### config.mk
export PLATFORM = sky130hd
export DESIGN_NAME = memory_stage
export DESIGN_NICKNAME = d
export VERILOG_FILES = /design/src/rtl/memory_stage.sv
export SDC_FILE = /design/constraint.sdc
export NUM_CORES = 1
export LEC_CHECK = 0
export BUFFER_PORTS_ARGS = -buffer_cell sky130_fd_sc_hd__buf_2
export CORE_ASPECT_RATIO = 1.1
export CORE_UTILIZATION = 40
export CTS_CLUSTER_DIAMETER = 100
export DETAILED_ROUTE_END_ITERATION = 7
export PLACE_DENSITY = 0.74
export SETUP_SLACK_MARGIN = 0.3
export SYNTH_ARGS = -nofsm -noshare
export SYNTH_HDL_FRONTEND = slang
export SYNTH_SLANG_ARGS = --single-unit
### constraint.sdc
create_clock -name clk -period 7.95 [get_ports clk]
set_input_delay 0.3975 -clock clk [delete_from_list [all_inputs] [get_ports clk]]
set_output_delay 0.3975 -clock clk [all_outputs]
set_load 0.01 [all_outputs]
### src/rtl/memory_stage.sv
// ============================================================================
// memory_stage : pipeline memory stage, handles loads/stores to a word-wide
//                data memory with a req/ack handshake and writeback stall.
// Revision     : 1.0 - initial release
// ============================================================================
`default_nettype none

package memory_stage_pkg;
  typedef logic [31:0] word_t;

  localparam logic [6:0] OPCODE_LOAD  = 7'b0000011;
  localparam logic [6:0] OPCODE_STORE = 7'b0100011;

  typedef struct packed {
    word_t       inst;
    word_t       pc;
    logic [6:0]  opcode;
    logic [2:0]  funct3;
    logic [6:0]  funct7;
    logic [4:0]  rs1;
    logic [4:0]  rs2;
    logic [4:0]  rd;
    logic        has_rs1;
    logic        has_rs2;
    logic        has_rd;
    word_t       imm;
    word_t       ex_result;
    logic        valid;
  } ex_mem_t;

  typedef struct packed {
    word_t       inst;
    word_t       pc;
    logic [6:0]  opcode;
    logic [2:0]  funct3;
    logic [4:0]  rd;
    logic        has_rd;
    word_t       result;
    logic        fault;
    logic        valid;
  } mem_wb_t;
endpackage

module memory_stage
  import memory_stage_pkg::*;
#(
  parameter int ADDR_ALIGN_CHECK = 1
) (
  input  logic        clk,
  input  logic        rst,
  input  logic        en,
  input  logic        wb_rdy,
  input  ex_mem_t     ex_mem,
  input  word_t       rs2_value,
  output logic        rdy,
  output mem_wb_t     mem_wb,
  output logic        dmem_req,
  output logic        dmem_we,
  output word_t       dmem_addr,
  output word_t       dmem_wdata,
  output logic [3:0]  dmem_be,
  input  logic        dmem_ack,
  input  word_t       dmem_rdata
);

  typedef enum logic [1:0] {IDLE = 2'd0, ACCESS = 2'd1, HOLD = 2'd2} state_t;

  state_t      state_q, state_d;
  mem_wb_t     mem_wb_q, mem_wb_d;
  logic        dmem_req_q, dmem_req_d;
  logic        dmem_we_q, dmem_we_d;
  word_t       dmem_addr_q, dmem_addr_d;
  word_t       dmem_wdata_q, dmem_wdata_d;
  logic [3:0]  dmem_be_q, dmem_be_d;
  logic [1:0]  off_q, off_d;
  word_t       rdata_q, rdata_d;

  logic        is_load, is_store, mem_op, funct3_ok, misaligned, bad, legal;
  logic [1:0]  off, eff_off;
  mem_wb_t     wb_cmp;

  function automatic word_t load_extract(word_t w, logic [2:0] f3, logic [1:0] lane);
    logic [7:0]  b;
    logic [15:0] h;
    b = w[{lane, 3'b000} +: 8];
    h = w[{lane[1], 4'b0000} +: 16];
    case (f3)
      3'd0:    return {{24{b[7]}}, b};
      3'd1:    return {{16{h[15]}}, h};
      3'd4:    return {24'b0, b};
      3'd5:    return {16'b0, h};
      default: return w;
    endcase
  endfunction

  always_comb begin
    is_load   = (ex_mem.opcode == OPCODE_LOAD);
    is_store  = (ex_mem.opcode == OPCODE_STORE);
    mem_op    = ex_mem.valid && (is_load || is_store);
    off       = ex_mem.ex_result[1:0];
    funct3_ok = is_load ? (ex_mem.funct3 inside {3'd0, 3'd1, 3'd2, 3'd4, 3'd5})
                        : (ex_mem.funct3 < 3'd3);
    misaligned = (ADDR_ALIGN_CHECK != 0) &&
                 ((ex_mem.funct3[1:0] == 2'b01 && off[0]) ||
                  (ex_mem.funct3[1:0] == 2'b10 && off != 2'b00));
    bad       = mem_op && (!funct3_ok || misaligned);
    legal     = mem_op && !bad;
    // With alignment checking off, the low bits below the access size are masked.
    case (ex_mem.funct3[1:0])
      2'b01:   eff_off = {off[1], 1'b0};
      2'b10:   eff_off = 2'b00;
      default: eff_off = off;
    endcase

    wb_cmp.inst   = ex_mem.inst;
    wb_cmp.pc     = ex_mem.pc;
    wb_cmp.opcode = ex_mem.opcode;
    wb_cmp.funct3 = ex_mem.funct3;
    wb_cmp.rd     = ex_mem.rd;
    wb_cmp.has_rd = ex_mem.has_rd;
    wb_cmp.result = ex_mem.ex_result;
    wb_cmp.fault  = 1'b0;
    wb_cmp.valid  = ex_mem.valid;
  end

  always_comb begin
    state_d      = state_q;
    mem_wb_d     = mem_wb_q;
    dmem_req_d   = dmem_req_q;
    dmem_we_d    = dmem_we_q;
    dmem_addr_d  = dmem_addr_q;
    dmem_wdata_d = dmem_wdata_q;
    dmem_be_d    = dmem_be_q;
    off_d        = off_q;
    rdata_d      = rdata_q;
    rdy          = 1'b0;

    case (state_q)
      IDLE: begin
        rdy = en && wb_rdy && !legal;
        if (en && legal) begin
          dmem_req_d  = 1'b1;
          dmem_we_d   = is_store;
          dmem_addr_d = {ex_mem.ex_result[31:2], 2'b00};
          off_d       = eff_off;
          case (ex_mem.funct3[1:0])
            2'b00: begin
              dmem_be_d    = 4'b0001 << eff_off;
              dmem_wdata_d = {4{rs2_value[7:0]}};
            end
            2'b01: begin
              dmem_be_d    = 4'b0011 << eff_off;
              dmem_wdata_d = {2{rs2_value[15:0]}};
            end
            default: begin
              dmem_be_d    = 4'b1111;
              dmem_wdata_d = rs2_value;
            end
          endcase
          state_d = ACCESS;
        end else if (rdy) begin
          mem_wb_d = wb_cmp;
          if (bad) begin
            mem_wb_d.result = '0;
            mem_wb_d.fault  = 1'b1;
            mem_wb_d.has_rd = 1'b0;
          end
        end
      end
      ACCESS: begin
        rdy = en && wb_rdy && dmem_ack;
        // An ack is always taken, even with en low: the memory side has
        // already completed, so the data is parked in HOLD rather than lost.
        if (dmem_ack) begin
          dmem_req_d = 1'b0;
          dmem_we_d  = 1'b0;
          if (rdy) begin
            mem_wb_d        = wb_cmp;
            mem_wb_d.result = is_load ? load_extract(dmem_rdata, ex_mem.funct3, off_q) : '0;
            state_d         = IDLE;
          end else begin
            rdata_d = dmem_rdata;
            state_d = HOLD;
          end
        end
      end
      HOLD: begin
        rdy = en && wb_rdy;
        if (rdy) begin
          mem_wb_d        = wb_cmp;
          mem_wb_d.result = is_load ? load_extract(rdata_q, ex_mem.funct3, off_q) : '0;
          state_d         = IDLE;
        end
      end
      default: state_d = IDLE;
    endcase
  end

  always_ff @(posedge clk or posedge rst) begin
    if (rst) begin
      state_q      <= IDLE;
      mem_wb_q     <= '0;
      dmem_req_q   <= 1'b0;
      dmem_we_q    <= 1'b0;
      dmem_addr_q  <= '0;
      dmem_wdata_q <= '0;
      dmem_be_q    <= '0;
      off_q        <= '0;
      rdata_q      <= '0;
    end else begin
      state_q      <= state_d;
      mem_wb_q     <= mem_wb_d;
      dmem_req_q   <= dmem_req_d;
      dmem_we_q    <= dmem_we_d;
      dmem_addr_q  <= dmem_addr_d;
      dmem_wdata_q <= dmem_wdata_d;
      dmem_be_q    <= dmem_be_d;
      off_q        <= off_d;
      rdata_q      <= rdata_d;
    end
  end

  assign mem_wb     = mem_wb_q;
  assign dmem_req   = dmem_req_q;
  assign dmem_we    = dmem_we_q;
  assign dmem_addr  = dmem_addr_q;
  assign dmem_wdata = dmem_wdata_q;
  assign dmem_be    = dmem_be_q;

endmodule

`default_nettype wire
# [Word-level counts from Yosys, hierarchy flattened]
# Index checks and enable logic that the tools add are counted.
[totals] reg_bits=218 inputBits=233 out_inout_bits=185 elab_cells=94
[classes] n_lt_le_gt_ge=1 n_eq_ne=16 shifts=6 mux=26 bitwise=1 n_reduce_logical=27
[ops] operator="114-bit two-way mux" n=5
[ops] operator="114-bit case mux with 3 select lines" n=1
[ops] operator="32-bit case mux with 4 select lines" n=2
[ops] operator="32-bit two-way mux" n=2
[ops] operator="32-bit case mux with 2 select lines" n=1
[ops] operator="32-bit by 6-bit indexed part select with 16-bit output" n=2
[ops] operator="32-bit by 6-bit indexed part select with 8-bit output" n=2
[ops] operator="34-bit two-way mux" n=1
[ops] operator="2-bit inequality test, second input constant" n=6
[ops] operator="1-bit logical AND" n=9
[ops] operator="3-bit AND reduction" n=3
[ops] operator="2-bit two-way mux" n=4
[ops] operator="4-bit case mux with 2 select lines" n=1
[ops] operator="7-bit by 2-bit equality test with 1-bit output, second input constant" n=1
[ops] operator="7-bit by 6-bit equality test with 1-bit output, second input constant" n=1
[ops] operator="3-bit equality test, second input constant" n=2
[ops] operator="2-bit case mux with 3 select lines" n=1
[ops] operator="6-bit AND reduction" n=1
[ops] operator="5-bit nonzero test" n=1
[ops] operator="2-bit by 1-bit equality test with 1-bit output, second input constant" n=2
[ops] operator="2-bit equality test, second input constant" n=2
[ops] operator="2-bit zero test" n=2
[ops] operator="1-bit two-way mux" n=4
[ops] operator="1-bit case mux with 2 select lines" n=2
[ops] operator="14 further kinds" n=19

# [Longest topological paths before layout]
# Gate-level depths: netlist (run 1).
[logic_depth] depth_word=13 mapped_depth=14 mapped_depth_nobuf=8

# [Worst setup path before layout (run 1)]
# OpenSTA, ideal clock, no wires.
[synth_timing] path_kind="input -> register" from="input port ex_mem[91] in the netlist's numbering" to="register dmem_addr_q[10] (netlist: dmem_addr[10])" arrival_ns=2.928 required_ns=7.825 path_slack_ns=4.897 stages=12 path_buffers=5 cell_sequence="buf_2 > clkinv_1 > clkbuf_1 > ha_1 > nor2_1 > a21o_1 > or4_1 > clkbuf_2 > or2_1 > buf_6 > buf_6 > mux2_4"
[synth_between] elab_chain_cells=10 word_cells_on_any_way=20
[synth_lines] element="start, declared" line="53" rtl="input ex_mem_t ex_mem,"
[synth_lines] element="3-bit by 1-bit equality test with 1-bit output (tied with other cells)" line="101" rtl="funct3_ok = is_load ? (ex_mem.funct3 inside {3'd0, 3'd1, 3'd2, 3'd4, 3'd5})"
[synth_lines] element="5-bit nonzero test" line="101"
[synth_lines] element="1-bit two-way mux" line="101"
[synth_lines] element="1-bit zero test" line="106" rtl="bad = mem_op && (!funct3_ok || misaligned);"
[synth_lines] element="1-bit logical OR (*)" line="106"
[synth_lines] element="1-bit logical AND (*)" line="106"
[synth_lines] element="1-bit zero test (*)" line="107" rtl="legal = mem_op && !bad;"
[synth_lines] element="1-bit logical AND (*)" line="107"
[synth_lines] element="1-bit logical AND (*)" line="141" rtl="if (en && legal) begin"
[synth_lines] element="2-bit AND reduction (no source line) (*)"
[synth_lines] element="end signal, assigned" line="215" rtl="dmem_addr_q <= dmem_addr_d;"
[synth_lines] element="end, declared" line="72" rtl="word_t dmem_addr_q, dmem_addr_d;"
# Every way passes the cells marked *; elsewhere a longest branch is shown, timed or not.
# A chain may end at the register's enable or synchronous reset.

# [Final worst setup path (run 1)]
[layout_timing] from="input port ex_mem[91] in the netlist's numbering" to="register mem_wb_q, in the netlist mem_wb[8]"
[layout_between] elab_chain_cells=12 word_cells_on_any_way=35
[layout_lines] element="3-bit by 1-bit equality test with 1-bit output (tied with other cells)" line="87, 101"
[layout_lines] element="5-bit nonzero test" line="101"
[layout_lines] element="1-bit two-way mux" line="101"
[layout_lines] element="1-bit zero test" line="106"
[layout_lines] element="1-bit logical OR" line="106"
[layout_lines] element="1-bit logical AND" line="106"
[layout_lines] element="1-bit zero test" line="107"
[layout_lines] element="1-bit logical AND" line="107"
[layout_lines] element="1-bit zero test" line="140" rtl="rdy = en && wb_rdy && !legal;"
[layout_lines] element="1-bit logical AND" line="140"
[layout_lines] element="2-bit inequality test (no source line)"
[layout_lines] element="6-bit AND reduction (no source line)"
[layout_lines] element="end signal, assigned" line="212" rtl="mem_wb_q <= mem_wb_d;"
[layout_lines] element="end, declared" line="69" rtl="mem_wb_t mem_wb_q, mem_wb_d;"
# Parallel ways exist; a longest one is shown, timed or not. The select of a mux whose other input is x is not followed.

==> results by group, run 1 <==
Power and ir drop
  • Pint: 2.69 mW
  • Maximum vdd ir drop: 0.187 mV
  • Sw Pwr: 1.60 mW
  • Leakage: 7.01 nW
  • Logic pwr share: 36.2%
  • Pwr Density: 324 nW/um^2
  • Sequential share of power: 39.0%
  • Switching part of the total: 37.3%
  • Total Power: 4.28 mW
  • Clock power frac: 24.8%

Die
  • Core area: 25500 sq um
  • IO Pins: 418
  • Initial core utilization: 41.1%
  • Die Ht: 172 um
  • Die width: 156 um
  • Die area: 26900 sq um
  • # rows: 61

Run status
  • Status: finished clean

STA
  • Setup TNS: 0 ps
  • Min Tclk post-route: 4870 ps
  • Final period util: 61.2%
  • Final setup violating endpoints: 0
  • Hold Violations, Final: 0
  • Least-Margin Pin Slew: 1320 ps
  • Slew HR: 11.5%
  • Max Freq: 0.206 GHz
  • Slew Viols, Final: 0
  • Unrepaired setup endpoints after global routing: false
  • Hold slack final: 47.2 ps
  • Setup Skew: 12.5 ps

Yosys
  • Synth area leaders: dfrtp_1, nand2_1, mux2_4, mux2_2, a221o_1
  • Post-synthesis async set-or-reset flop share: 100%
  • Post-synthesis sequential area ratio: 52.0%
  • Number of synthesized flops with an enable pin: 0
  • Yosys warnings: 0
  • Post-synth top flop: dfrtp_1
  • Yosys reg bits: 218
  • Cell accounting for the most synthesized area: dfrtp_1
  • Distinct cells, synth: 53
  • Syn avg cell area: 10.2 sq um
  • Simple-gate share of the synthesized area: 14.5%
  • Largest family of logic cells by synthesized area: compound AO/OA/AOI/OAI gates
  • Xor/xnor cell area share of the yosys netlist: 0%
  • Mux cell area share after synthesis: 12.8%
  • Mapped Cells: 1032
  • Yosys top cell area share: 52.0%
  • Synthesized area: 10500 sq um
  • Compound-cell area share of the yosys netlist: 15.6%
  • Fraction of the mapped netlist area in adder cells: 0.835%

Global route
  • Number of antenna violations at the first check in global routing: 6
  • Number of global-route vias before repair: 8612
  • First-pass GRT wire length: 48400 um
  • Grt total ovfl: 0
  • GRT Util Overall: 23.5%
  • Largest net degree at the start of global routing: 127

Placement
  • Routability Congestion: 0.858
  • Dpl cells: 1676
  • Placed wire-length estimate: 23600 um
  • # port buffers: 364

Setup path
  • Delay-heaviest family, CP: buffers and inverters
  • Slowest stage cell, crit path: clkinv_1
  • Crit-path cells: buf_2 > clkinv_1 > ha_1 > buf_4 > o21ai_0 > nand2_1 > or3_4 > a22oi_4 > buf_4 > o21ai_0
  • Worst setup EP type: flop
  • Critical path startpoint category: input pin
  • Worst reg2reg setup slack: 3540 ps
  • Critical path buffer and inverter count: 4
  • Setup CP Type: input pin to flop
  • Critical Path RT: 8290 ps
  • CP max stage delay: 860 ps
  • Worst-path maximum fanout: 93
  • Arrival @ worst endpoint: 5210 ps

Route
  • Initial drt markers: 787
  • Final ANT Viol Nets: 0
  • Routed wire length: 32900 um
  • Vias: 9156
  • Vias per Instance: 5.31
  • DR DRC count: 0
  • Pre-antenna DRT Iters: 5
  • DR WL/cell: 19.0 um

Clocking
  • Clock buffer depth: 3
  • Cts bufs inserted: 23
  • Sink Count: 218
  • Cts repair resizes: 0
  • Post-CTS setup buffers: 0
  • H-tree Lvls: 1
  • TritonCTS clock tree: done
  • Clock-pin slew on the worst setup and hold paths: 60 ps
  • CTS root buf: clkbuf_16
  • Worst-Skew Late Latency: 510 ps
  • Cts-stage hold buffer count: 0

Cells and area
  • Fillcell total: 2357
  • Final #Nets: 1595
  • Ratio of cells with drive above 1 in the final layout: 37.3%
  • Layout area overhead: 26.0%
  • Final Non-Filler Cells: 1725

Job
  • Maxcap violations: 0

Hold path
  • Min-delay worst type: input pin to asynchronous set/reset pin
## per-stage QoR
step	worst slack, ps	util [%]	instance area [sq um]
after floorplan	1590	-	10500
after global placement	2630	48.8	12400
after detailed placement	2580	48.8	12400
after CTS	3120	51.7	13200
after global routing	2740	51.8	13200
final	3080	51.8	13200
## cell usage after synthesis (7+ instances only)
library cell  number
a21oi_1           59
nand2_1          296
o21ai_0           54
clkbuf_1          40
dfrtp_1          218
a22oi_1           11
buf_1              8
ha_1               7
nor2_1            23
buf_6              9
a32oi_1            7
inv_1             10
o22ai_1           11
o21ai_1           20
a221o_1           42
and3_1            17
a22o_1            14
mux2_4            39
buf_2             17
mux2_2            46
mux2i_1           24
## power by group through the flow
| stage | Combinational (mW) | Clock, mW | Sequential [mW] |
|---|---|---|---|
| after CTS | 1.57 | 1.09 | 1.67 |
| after global placement | 1.53 | 0 | 1.67 |
| after global routing | 1.71 | 1.12 | 1.71 |
| final | 1.55 | 1.06 | 1.67 |
| after detailed placement | 1.57 | 0 | 1.69 |
| after floorplan | 0.825 | 0 | 1.81 |
## state kept, by name, summed over array words and instances (netlist names)
signal	cells
mem_wb	114
dmem_wdata	32
rdata_q	32
dmem_addr	30
dmem_be	4
off_q	2
state_q	2
dmem_req	1
dmem_we	1
## metal layers
metal,vias up,track usage (%),share of wire (%)
li1,4280,-,-
met1,4449,29.3,41
met2,363,40.3,50
met3,64,3.96,6.6
met4,0,9.34,3.0
met5,-,0,0
## path summary, 6_finish.rpt
| check | from | endpoint | depth (start not counted) |
|---|---|---|---|
| worst max-delay path | ex_mem[91] | mem_wb[8]$_DFFE_PP0P_ | 10 |
| worst min-delay path | rst | mem_wb[101]$_DFFE_PP0P_ | 2 |
| worst max register to register | state_q[0]$_DFFE_PP0P_ | mem_wb[8]$_DFFE_PP0P_ | 8 |
| worst min register to register | mem_wb[1]$_DFFE_PP0P_ | mem_wb[1]$_DFFE_PP0P_ | 2 |
| max in group asynchronous | rst | mem_wb[17]$_DFFE_PP0P_ | 4 |
| min in group clk | ex_mem[134] | mem_wb[84]$_DFFE_PP0P_ | 3 |
## layout make-up
cell class	count	area [sq um]	share of cell area, %
Antenna cell	8	20.0	0.152
Clock buffer	30	652	4.94
Clock inverter	11	87.6	0.663
Inverter	11	48.8	0.369
Multi-Input combinational cell	726	4610	34.9
Sequential cell	218	5460	41.3
Tap cell	346	433	3.28
Timing Repair Buffer	375	1900	14.4
## cell usage in the layout, fill, tap and decap left out, types with 2 or more instances in the layout
cell type / n
buf_2: 364
nand2_1: 296
dfrtp_1: 218
a21oi_1: 59
o21ai_0: 54
mux2_2: 46
a221o_1: 42
mux2_4: 39
mux2i_1: 24
nor2_1: 23
clkbuf_16: 23
o21ai_1: 20
and3_1: 17
a22o_1: 13
o22ai_1: 11
a22oi_1: 11
buf_4: 11
inv_1: 9
diode_2: 8
a32oi_1: 7
ha_1: 7
clkinv_2: 7
nor3b_1: 5
nor2b_1: 5
and2_1: 5
clkbuf_8: 5
a221oi_1: 4
a21o_1: 3
nand2b_1: 3
a31oi_1: 3
clkinvlp_4: 3
nand3_1: 2
o311ai_0: 2
nor3_1: 2
o2bb2ai_1: 2
a31o_2: 2
conb_1: 2
clkbuf_1: 2
## logic make-up (layout without fill, tap and decap cells)
| logic type | count (synthesis) | in the layout |
|---|---|---|
| buffers and inverters | 89 | 427 |
| adders and majority gates | 7 | 7 |
| and+or+nand+nor | 367 | 367 |
| AOI/OAI and AO/OA | 241 | 241 |
| muxes | 109 | 109 |
| DFF | 218 | 218 |
| other | 1 | 10 |
No activity file was read; power rests on OpenSTA's default activity.
==> inputs of run 2 (changes only) <==
ABC_AREA = 1   (was unset)
clock period = 4.9 ns   (was 7.95 ns; I/O delays follow)
==> run 2 against run 1 <==
Sequential share of layout area down 4.8 points. Sequential power up 65%. Wire length up 16%. Critical path type unchanged. Critical endpoint is now mem_wb[40]$_DFFE_PP0P_. Largest cell class unchanged. Largest power group is now combinational logic.
==> results by group, run 2 <==
Clocking
  • Worst-Skew Late Latency: 530 ps (was 510 ps)
  • Sink Count: 218 (unchanged)
  • Post-CTS setup buffers: 0 (unchanged)
  • CTS root buf: clkbuf_16 (unchanged)
  • Cts bufs inserted: 24 (was 23)
  • Clock-pin slew on the worst setup and hold paths: 60 ps (about the same)
  • TritonCTS clock tree: done (unchanged)
  • Clock buffer depth: 3 (unchanged)
  • H-tree Lvls: 1 (unchanged)

Yosys
  • Simple-gate share of the synthesized area: 30.8% (was 14.5%)
  • Number of synthesized flops with an enable pin: 0 (unchanged)
  • Syn avg cell area: 7.36 sq um (was 10.2 sq um)
  • Fraction of the mapped netlist area in adder cells: 0.808% (was 0.835%)
  • Mapped Cells: 1473 (was 1032)
  • Cell accounting for the most synthesized area: dfrtp_1 (unchanged)
  • Synth cell count leaders: nand2_1, dfrtp_1, o21ai_0 (was nand2_1, dfrtp_1, a21oi_1)
  • Yosys top cell area share: 50.4% (was 52.0%)
  • Xor/xnor cell area share of the yosys netlist: 0% (unchanged)
  • Post-synthesis sequential area ratio: 50.4% (was 52.0%)
  • Compound-cell area share of the yosys netlist: 11.0% (was 15.6%)
  • Yosys reg bits: 218 (unchanged)
  • Yosys warnings: 0 (unchanged)
  • Mux cell area share after synthesis: 0% (was 12.8%)
  • Largest family of logic cells by synthesized area: simple AND/OR/NAND/NOR gates (was compound AO/OA/AOI/OAI gates)
  • Most common cell in the netlist: nand2_1 (unchanged)
  • Post-synthesis async set-or-reset flop share: 100% (unchanged)
  • Synthesized area: 10800 sq um (was 10500 sq um)
  • Distinct cells, synth: 29 (was 53)
  • Synth area leaders: dfrtp_1, nand2_1, o21ai_0, nand3_1, a21oi_1 (was dfrtp_1, nand2_1, mux2_4, mux2_2, a221o_1)
  • Post-synth top flop: dfrtp_1 (unchanged)

Run status
  • Status: finished clean (unchanged)

Route
  • Routed wire length: 38000 um (was 32900 um)
  • Pre-antenna DRT Iters: 5 (unchanged)
  • DR WL/cell: 16.6 um (was 19.0 um)
  • Met3 WL: 2920 um (was 2180 um)
  • Final ANT Viol Nets: 0 (unchanged)
  • Vias per Instance: 5.06 (was 5.31)
  • Top layer in use: met5 (was met4)
  • Initial drt markers: 854 (was 787)
  • WL met1: 15500 um (was 13300 um)
  • DR DRC count: 0 (unchanged)
  • Routed wl met2: 17500 um (was 16400 um)
  • Vias: 11600 (was 9156)

Setup path
  • Worst setup EP type: flop (unchanged)
  • Critical path startpoint category: input pin (unchanged)
  • Worst R2R Path Depth: 9 (was 8)
  • CP startpoint: ex_mem[91] (unchanged)
  • Arrival @ worst endpoint: 3860 ps (was 5210 ps)
  • Levels on crit path: 12 (was 10)
  • Critical path buffer and inverter count: 2 (was 4)
  • Crit-path cells: buf_2 > inv_2 > ha_1 > nor2_1 > nand2_1 > nand2_1 > nand2_1 > nand4_1 > nand2_1 > nand2_2 > nand2_4 > o21ai_0 (was buf_2 > clkinv_1 > ha_1 > buf_4 > o21ai_0 > nand2_1 > or3_4 > a22oi_4 > buf_4 > o21ai_0)
  • Critical path endpoint: mem_wb[40]$_DFFE_PP0P_ (was mem_wb[8]$_DFFE_PP0P_)
  • Setup CP Type: input pin to flop (unchanged)
  • Worst-path maximum fanout: 102 (was 93)
  • Critical R2R Launch: state_q[1]$_DFFE_PP0P_ (was state_q[0]$_DFFE_PP0P_)
  • Slowest stage cell, crit path: nor2_1 (was clkinv_1)
  • Critical Path Most Common Cell: nand2_1
  • Worst R2R End: mem_wb[40]$_DFFE_PP0P_ (was mem_wb[8]$_DFFE_PP0P_)
  • Critical Path RT: 5320 ps (was 8290 ps)
  • Worst reg2reg setup slack: 1460 ps (was 3540 ps)
  • CP max stage delay: 810 ps (was 860 ps)
  • Delay-heaviest family, CP: simple AND/OR/NAND/NOR gates (was buffers and inverters)

Die
  • Core area: 26400 sq um (was 25500 sq um)
  • IO Pins: 418 (unchanged)
  • Die width: 159 um (was 156 um)
  • # rows: 62 (was 61)
  • Initial core utilization: 41.1% (about the same)
  • Die area: 27700 sq um (was 26900 sq um)
  • Die Ht: 175 um (was 172 um)

Cells and area
  • Ratio of cells with drive above 1 in the final layout: 22.8% (was 37.3%)
  • Commonest cells after routing, fill and taps aside: nand2_1, buf_2, dfrtp_1, dlygate4sd3_1, o21ai_0 (was buf_2, nand2_1, dfrtp_1, a21oi_1, o21ai_0)
  • Max reg flops: 114 (unchanged)
  • Final #Nets: 2158 (was 1595)
  • Layout area overhead: 38.1% (was 26.0%)
  • Commonest non-fill, non-tap cell in the layout: nand2_1 (was buf_2)
  • Final Non-Filler Cells: 2290 (was 1725)

STA
  • Final period util: 70.3%
  • Setup TNS: 0 ps (unchanged)
  • Hold Violations, Final: 0 (unchanged)
  • Min Tclk post-route: 3440 ps
  • Slew Viols, Final: 0 (unchanged)
  • Max Freq: 0.290 GHz
  • Setup Skew: 8.42 ps (was 12.5 ps)
  • Unrepaired setup endpoints after global routing: false (unchanged)
  • Final setup violating endpoints: 0 (unchanged)
  • Slew HR: 26.8% (was 11.5%)
  • Least-Margin Pin Slew: 1100 ps (was 1320 ps)

Power and ir drop
  • Logic pwr share: 40.1% (was 36.2%)
  • Leakage: 8.17 nW (was 7.01 nW)
  • Pwr Density: 531 nW/um^2 (was 324 nW/um^2)
  • Switching part of the total: 40.4% (was 37.3%)
  • Sw Pwr: 3.21 mW (was 1.60 mW)
  • Pint: 4.73 mW (was 2.69 mW)
  • Maximum vdd ir drop: 0.338 mV (was 0.187 mV)
  • Sequential share of power: 34.8% (was 39.0%)
  • Clock power frac: 25.1% (was 24.8%)

Global route
  • Largest net degree at the start of global routing: 138 (was 127)
  • Number of global-route vias before repair: 11200 (was 8612)
  • First-pass GRT wire length: 59900 um (was 48400 um)
  • Grt total ovfl: 0 (unchanged)
  • GRT Util Overall: 27.0% (was 23.5%)
  • Number of antenna violations at the first check in global routing: 4 (was 6)

Placement
  • Placed wire-length estimate: 25000 um (was 23600 um)
  • # port buffers: 364 (unchanged)
  • Dpl cells: 2115 (was 1676)
  • Routability Congestion: 0.842 (was 0.858)

Hold path
  • Min-delay worst type: input pin to flop (was input pin to asynchronous set/reset pin)

Job
  • Maxcap violations: 0 (unchanged)
==> run 2: area by class of cell <==
class / instances / area (sq um)
diodes: 3 / 7.51
clock buffers: 27 / 612
clock inverters: 16 / 246
fillers: 2396 / 11400
inverters: 86 / 327
multi-input cells: 1083 / 4650
flip-flops and latches: 218 / 5460
well taps: 352 / 440
repair buffers: 505 / 3230
==> run 2: power by group through the flow <==
stage | Sequential, mW | Combinational, mW | Clock [mW]
4_1_cts | 2.73 | 3.15 | 2.03
6_report | 2.76 | 3.19 | 1.99
3_3_place_gp | 2.74 | 2.98 | 0
5_1_grt | 2.83 | 3.56 | 2.09
3_5_place_dp | 2.76 | 3.05 | 0
2_1_floorplan | 2.96 | 1.79 | 0
==> run 2: worst reg2reg max path, cell delays in order (launching register included) <==
cell and delay, ps:
dfrtp_1 400, inv_1 80, ha_1 180, buf_4 270, inv_2 270, or2_2 180, o21ai_2 70, nor3_4 620
nand2_4 720, o21ai_0 530
==> run 2: kinds of logic (layout without fill, tap and decap cells) <==
| kind of cell | count (synthesis) | in the layout |
|---|---|---|
| flip-flops | 218 | 218 |
| adder cells (fa/ha/maj) | 7 | 7 |
| buffers and inverters | 173 | 634 |
| AO/OA/AOI/OAI | 235 | 235 |
| other | 1 | 5 |
| AND/OR/NAND/NOR | 839 | 839 |
==> run 2: what timing repair did <==
action	in CTS	in global routing
setup endpoints to repair	0	0
endpoints found under the hold margin	169	0
gates resized for setup	0	0
hold buffers	129	0
==> run 2: per-layer routing <==
layer  global-route usage (%)  vias up
met4                     13.5        4
met3                     5.89      126
met5                        0        -
met2                     44.3      539
met1                     33.8     5391
li1                         -     5531
==> run 2: worst min path at each step <==
| stage | slack, ps | from | cells past startpoint | end |
|---|---|---|---|---|
| after floorplan | 350 | ex_mem[0] | 2 | mem_wb[0]$_DFFE_PP0P_ |
| after global placement | 440 | ex_mem[141] | 3 | mem_wb[91]$_DFFE_PP0P_ |
| after detailed placement | 440 | ex_mem[111] | 3 | mem_wb[61]$_DFFE_PP0P_ |
| after CTS | 3 | rs2_value[17] | 5 | dmem_wdata[17]$_DFFE_PP0P_ |
| after global routing | 6 | dmem_rdata[4] | 3 | rdata_q[4]$_DFFE_PP0P_ |
| final | 20 | rs2_value[30] | 3 | dmem_wdata[30]$_DFFE_PP0P_ |
==> run 2: per-stage QoR <==
step / hold slack (ps) / area, sq um / setup slack, ps / power, mW / util (%)
detailed placement: 442 / 12800 / 956 / 5.81 / 48.5
CTS: 3.08 / 15000 / 1510 / 7.91 / 56.7
finish: 15.6 / 15000 / 1460 / 7.94 / 56.7
global route: 6.08 / 15000 / 1100 / 8.48 / 56.7
floorplan: 355 / 10800 / 1810 / 4.75 / -
global placement: 439 / 12800 / 1040 / 5.72 / 48.5
==> inputs of run 3 (changes only) <==
clock period = 3.2 ns   (was 4.9 ns; I/O delays follow)
==> run 3 against run 2 <==
Sequential power up 53%. Combinational power up 57%. Total power up 51%. Critical path depth up 1. Largest cell class unchanged. Die area unchanged. Worst setup slack worse by 830 ps. Wire length up 2.6%. Non-clock buffer count up 53. Flip-flop and latch count unchanged. Global-route usage up 0.22 points.
==> results by group, run 3 (synthesized netlist as in run 2, its figures left out) <==
Clocking
  • Sink Count: 218 (unchanged)
  • Clock-pin slew on the worst setup and hold paths: 60 ps (about the same)
  • H-tree Lvls: 1 (unchanged)
  • Worst-Skew Late Latency: 530 ps (about the same)
  • Cts bufs inserted: 24 (unchanged)
  • TritonCTS clock tree: done (unchanged)
  • CTS root buf: clkbuf_16 (unchanged)
  • Clock buffer depth: 3 (unchanged)

Global route
  • Largest net degree at the start of global routing: 115 (was 138)
  • GRT Util Overall: 27.3% (was 27.0%)
  • Number of global-route vias before repair: 11500 (was 11200)
  • First-pass GRT wire length: 60500 um (was 59900 um)
  • Grt total ovfl: 0 (unchanged)
  • Number of antenna violations at the first check in global routing: 2 (was 4)

Cells and area
  • Commonest cells after routing, fill and taps aside: nand2_1, buf_2, dfrtp_1, dlygate4sd3_1, o21ai_0 (unchanged)
  • Fillcell total: 2278 (was 2396)
  • Commonest non-fill, non-tap cell in the layout: nand2_1 (unchanged)
  • Final Non-Filler Cells: 2339 (was 2290)
  • FF/Latch Area: 5460 sq um (unchanged)
  • Max reg flops: 114 (unchanged)
  • Multi-input gate area: 4650 sq um (unchanged)
  • Layout area overhead: 42.3% (was 38.1%)
  • Ratio of cells with drive above 1 in the final layout: 22.6% (was 22.8%)
  • Final #Nets: 2211 (was 2158)

Setup path
  • Setup CP Type: input pin to flop (unchanged)
  • CP max stage delay: 580 ps (was 810 ps)
  • Critical Path RT: 3660 ps (was 5320 ps)
  • Critical path buffer and inverter count: 4 (was 2)
  • Arrival @ worst endpoint: 3040 ps (was 3860 ps)
  • Critical path startpoint category: input pin (unchanged)
  • Crit-path cells: dlygate4sd3_1 > buf_2 > nor2_2 > nand2_1 > o21ai_1 > nand3_1 > nor2_1 > nand2_1 > nor2_4 > buf_6 > o211ai_1 > dlygate4sd3_1 > nand2_1 (was buf_2 > inv_2 > ha_1 > nor2_1 > nand2_1 > nand2_1 > nand2_1 > nand4_1 > nand2_1 > nand2_2 > nand2_4 > o21ai_0)
  • Critical Path Most Common Cell: nand2_1 (unchanged)
  • Slowest stage cell, crit path: dlygate4sd3_1 (was nor2_1)
  • Delay-heaviest family, CP: buffers and inverters (was simple AND/OR/NAND/NOR gates)
  • Worst-path maximum fanout: 36 (was 102)
  • Worst setup EP type: flop (unchanged)

Power and ir drop
  • Maximum vdd ir drop: 0.647 mV (was 0.338 mV)
  • Total Power: 12.0 mW (was 7.94 mW)
  • Pwr Density: 777 nW/um^2 (was 531 nW/um^2)
  • Leakage: 8.38 nW (was 8.17 nW)

STA
  • Hold slack final: 19.7 ps (was 15.6 ps)
  • Setup Skew: 13.1 ps (was 8.42 ps)
  • Final period util: 80.5%
  • Min Tclk post-route: 2580 ps
  • Final setup margin: 624 ps (was 1460 ps)
  • Hold Violations, Final: 0 (unchanged)
  • Slew HR: 26.2% (was 26.8%)
  • Slew Viols, Final: 0 (unchanged)
  • Setup TNS: 0 ps (unchanged)
  • Final setup violating endpoints: 0 (unchanged)
  • Unrepaired setup endpoints after global routing: false (unchanged)
  • Max Freq: 0.388 GHz
  • Least-Margin Pin Slew: 1110 ps (was 1100 ps)

Route
  • Final ANT Viol Nets: 0 (unchanged)
  • Vias: 11700 (was 11600)
  • Initial drt markers: 865 (was 854)
  • Pre-antenna DRT Iters: 5 (unchanged)
  • DR WL/cell: 16.6 um (about the same)
  • Routed wire length: 38900 um (was 38000 um)
  • Vias per Instance: 5.00 (was 5.06)
  • DR DRC count: 0 (unchanged)

Die
  • Initial core utilization: 41.1% (unchanged)
  • # rows: 62 (unchanged)
  • Die Ht: 175 um (unchanged)
  • Core area: 26400 sq um (unchanged)
  • IO Pins: 418 (unchanged)
  • Die area: 27700 sq um (unchanged)
  • Die width: 159 um (unchanged)

Hold path
  • Min-delay worst type: input pin to flop (unchanged)

Placement
  • Placed wire-length estimate: 24900 um (was 25000 um)
  • Dpl cells: 2124 (was 2115)
  • # port buffers: 364 (unchanged)
  • Pre-CTS setup slack: 251 ps (was 956 ps)
  • Routability Congestion: 0.880 (was 0.842)

Job
  • Maxcap violations: 0 (unchanged)

Run status
  • Status: finished clean (unchanged)
-- run 3: power breakdown --
| part | internal [mW] | total [mW] | switching [mW] |
|---|---|---|---|
| Combinational | 1.76 | 5.00 | 3.24 |
| Clock | 1.61 | 2.75 | 1.13 |
| Sequential | 3.71 | 4.22 | 0.517 |
| Total | 7.08 | 12.0 | 4.89 |
-- run 3: timing repair --
item	4_1_cts	5_1_grt
hold endpoints to repair	398	0
gates resized for setup	0	1
hold buffers	173	0
setup buffers	0	0
setup endpoints to repair	0	1
-- run 3: worst paths after layout --
check | start | endpoint | slack (ps) | depth (start not counted)
max | ex_mem[97] | dmem_wdata[21]$_DFFE_PP0P_ | 620 | 13
min | ex_mem[90] | mem_wb[40]$_DFFE_PP0P_ | 20 | 3
max reg2reg | state_q[1]$_DFFE_PP0P_ | mem_wb[41]$_DFFE_PP0P_ | 650 | 8
min reg2reg | dmem_addr[6]$_DFFE_PP0P_ | dmem_addr[6]$_DFFE_PP0P_ | 460 | 2
max in group asynchronous | rst | mem_wb[41]$_DFFE_PP0P_ | 2280 | 4
min in group asynchronous | rst | dmem_req$_DFFE_PP0P_ | 380 | 4
-- run 3: routing by layer --
metal | GRT usage (%) | vias to the layer above | share of wire, %
li1 | - | 5629 | -
met1 | 33.8 | 5395 | 40
met2 | 45.2 | 567 | 47
met3 | 5.91 | 112 | 8.0
met4 | 13.1 | 2 | 5.0
met5 | 0 | - | 0.033
-- run 3: through the flow --
stage / cell area [sq um] / utilization, %
floorplan: 10800 / -
global placement: 12900 / 48.9
detailed placement: 12900 / 48.9
CTS: 15400 / 58.4
global route: 15400 / 58.4
finish: 15400 / 58.4
-- run 3: worst min-delay path, delay by kind of cell --
family	cells	cell delay, ps
buffers and inverters	2	190
AO/OA/AOI/OAI	1	150
-- run 3: layout make-up --
class                      instances  share of cell area, %
clock buffer                      35                   4.62
clock inverter                     6                  0.430
antenna                            1                 0.0162
inverter                          86                   2.12
tap                              352                   2.86
multi-input combinational       1083                   30.1
timing repair buffer             558                   24.4
sequential                       218                   35.4
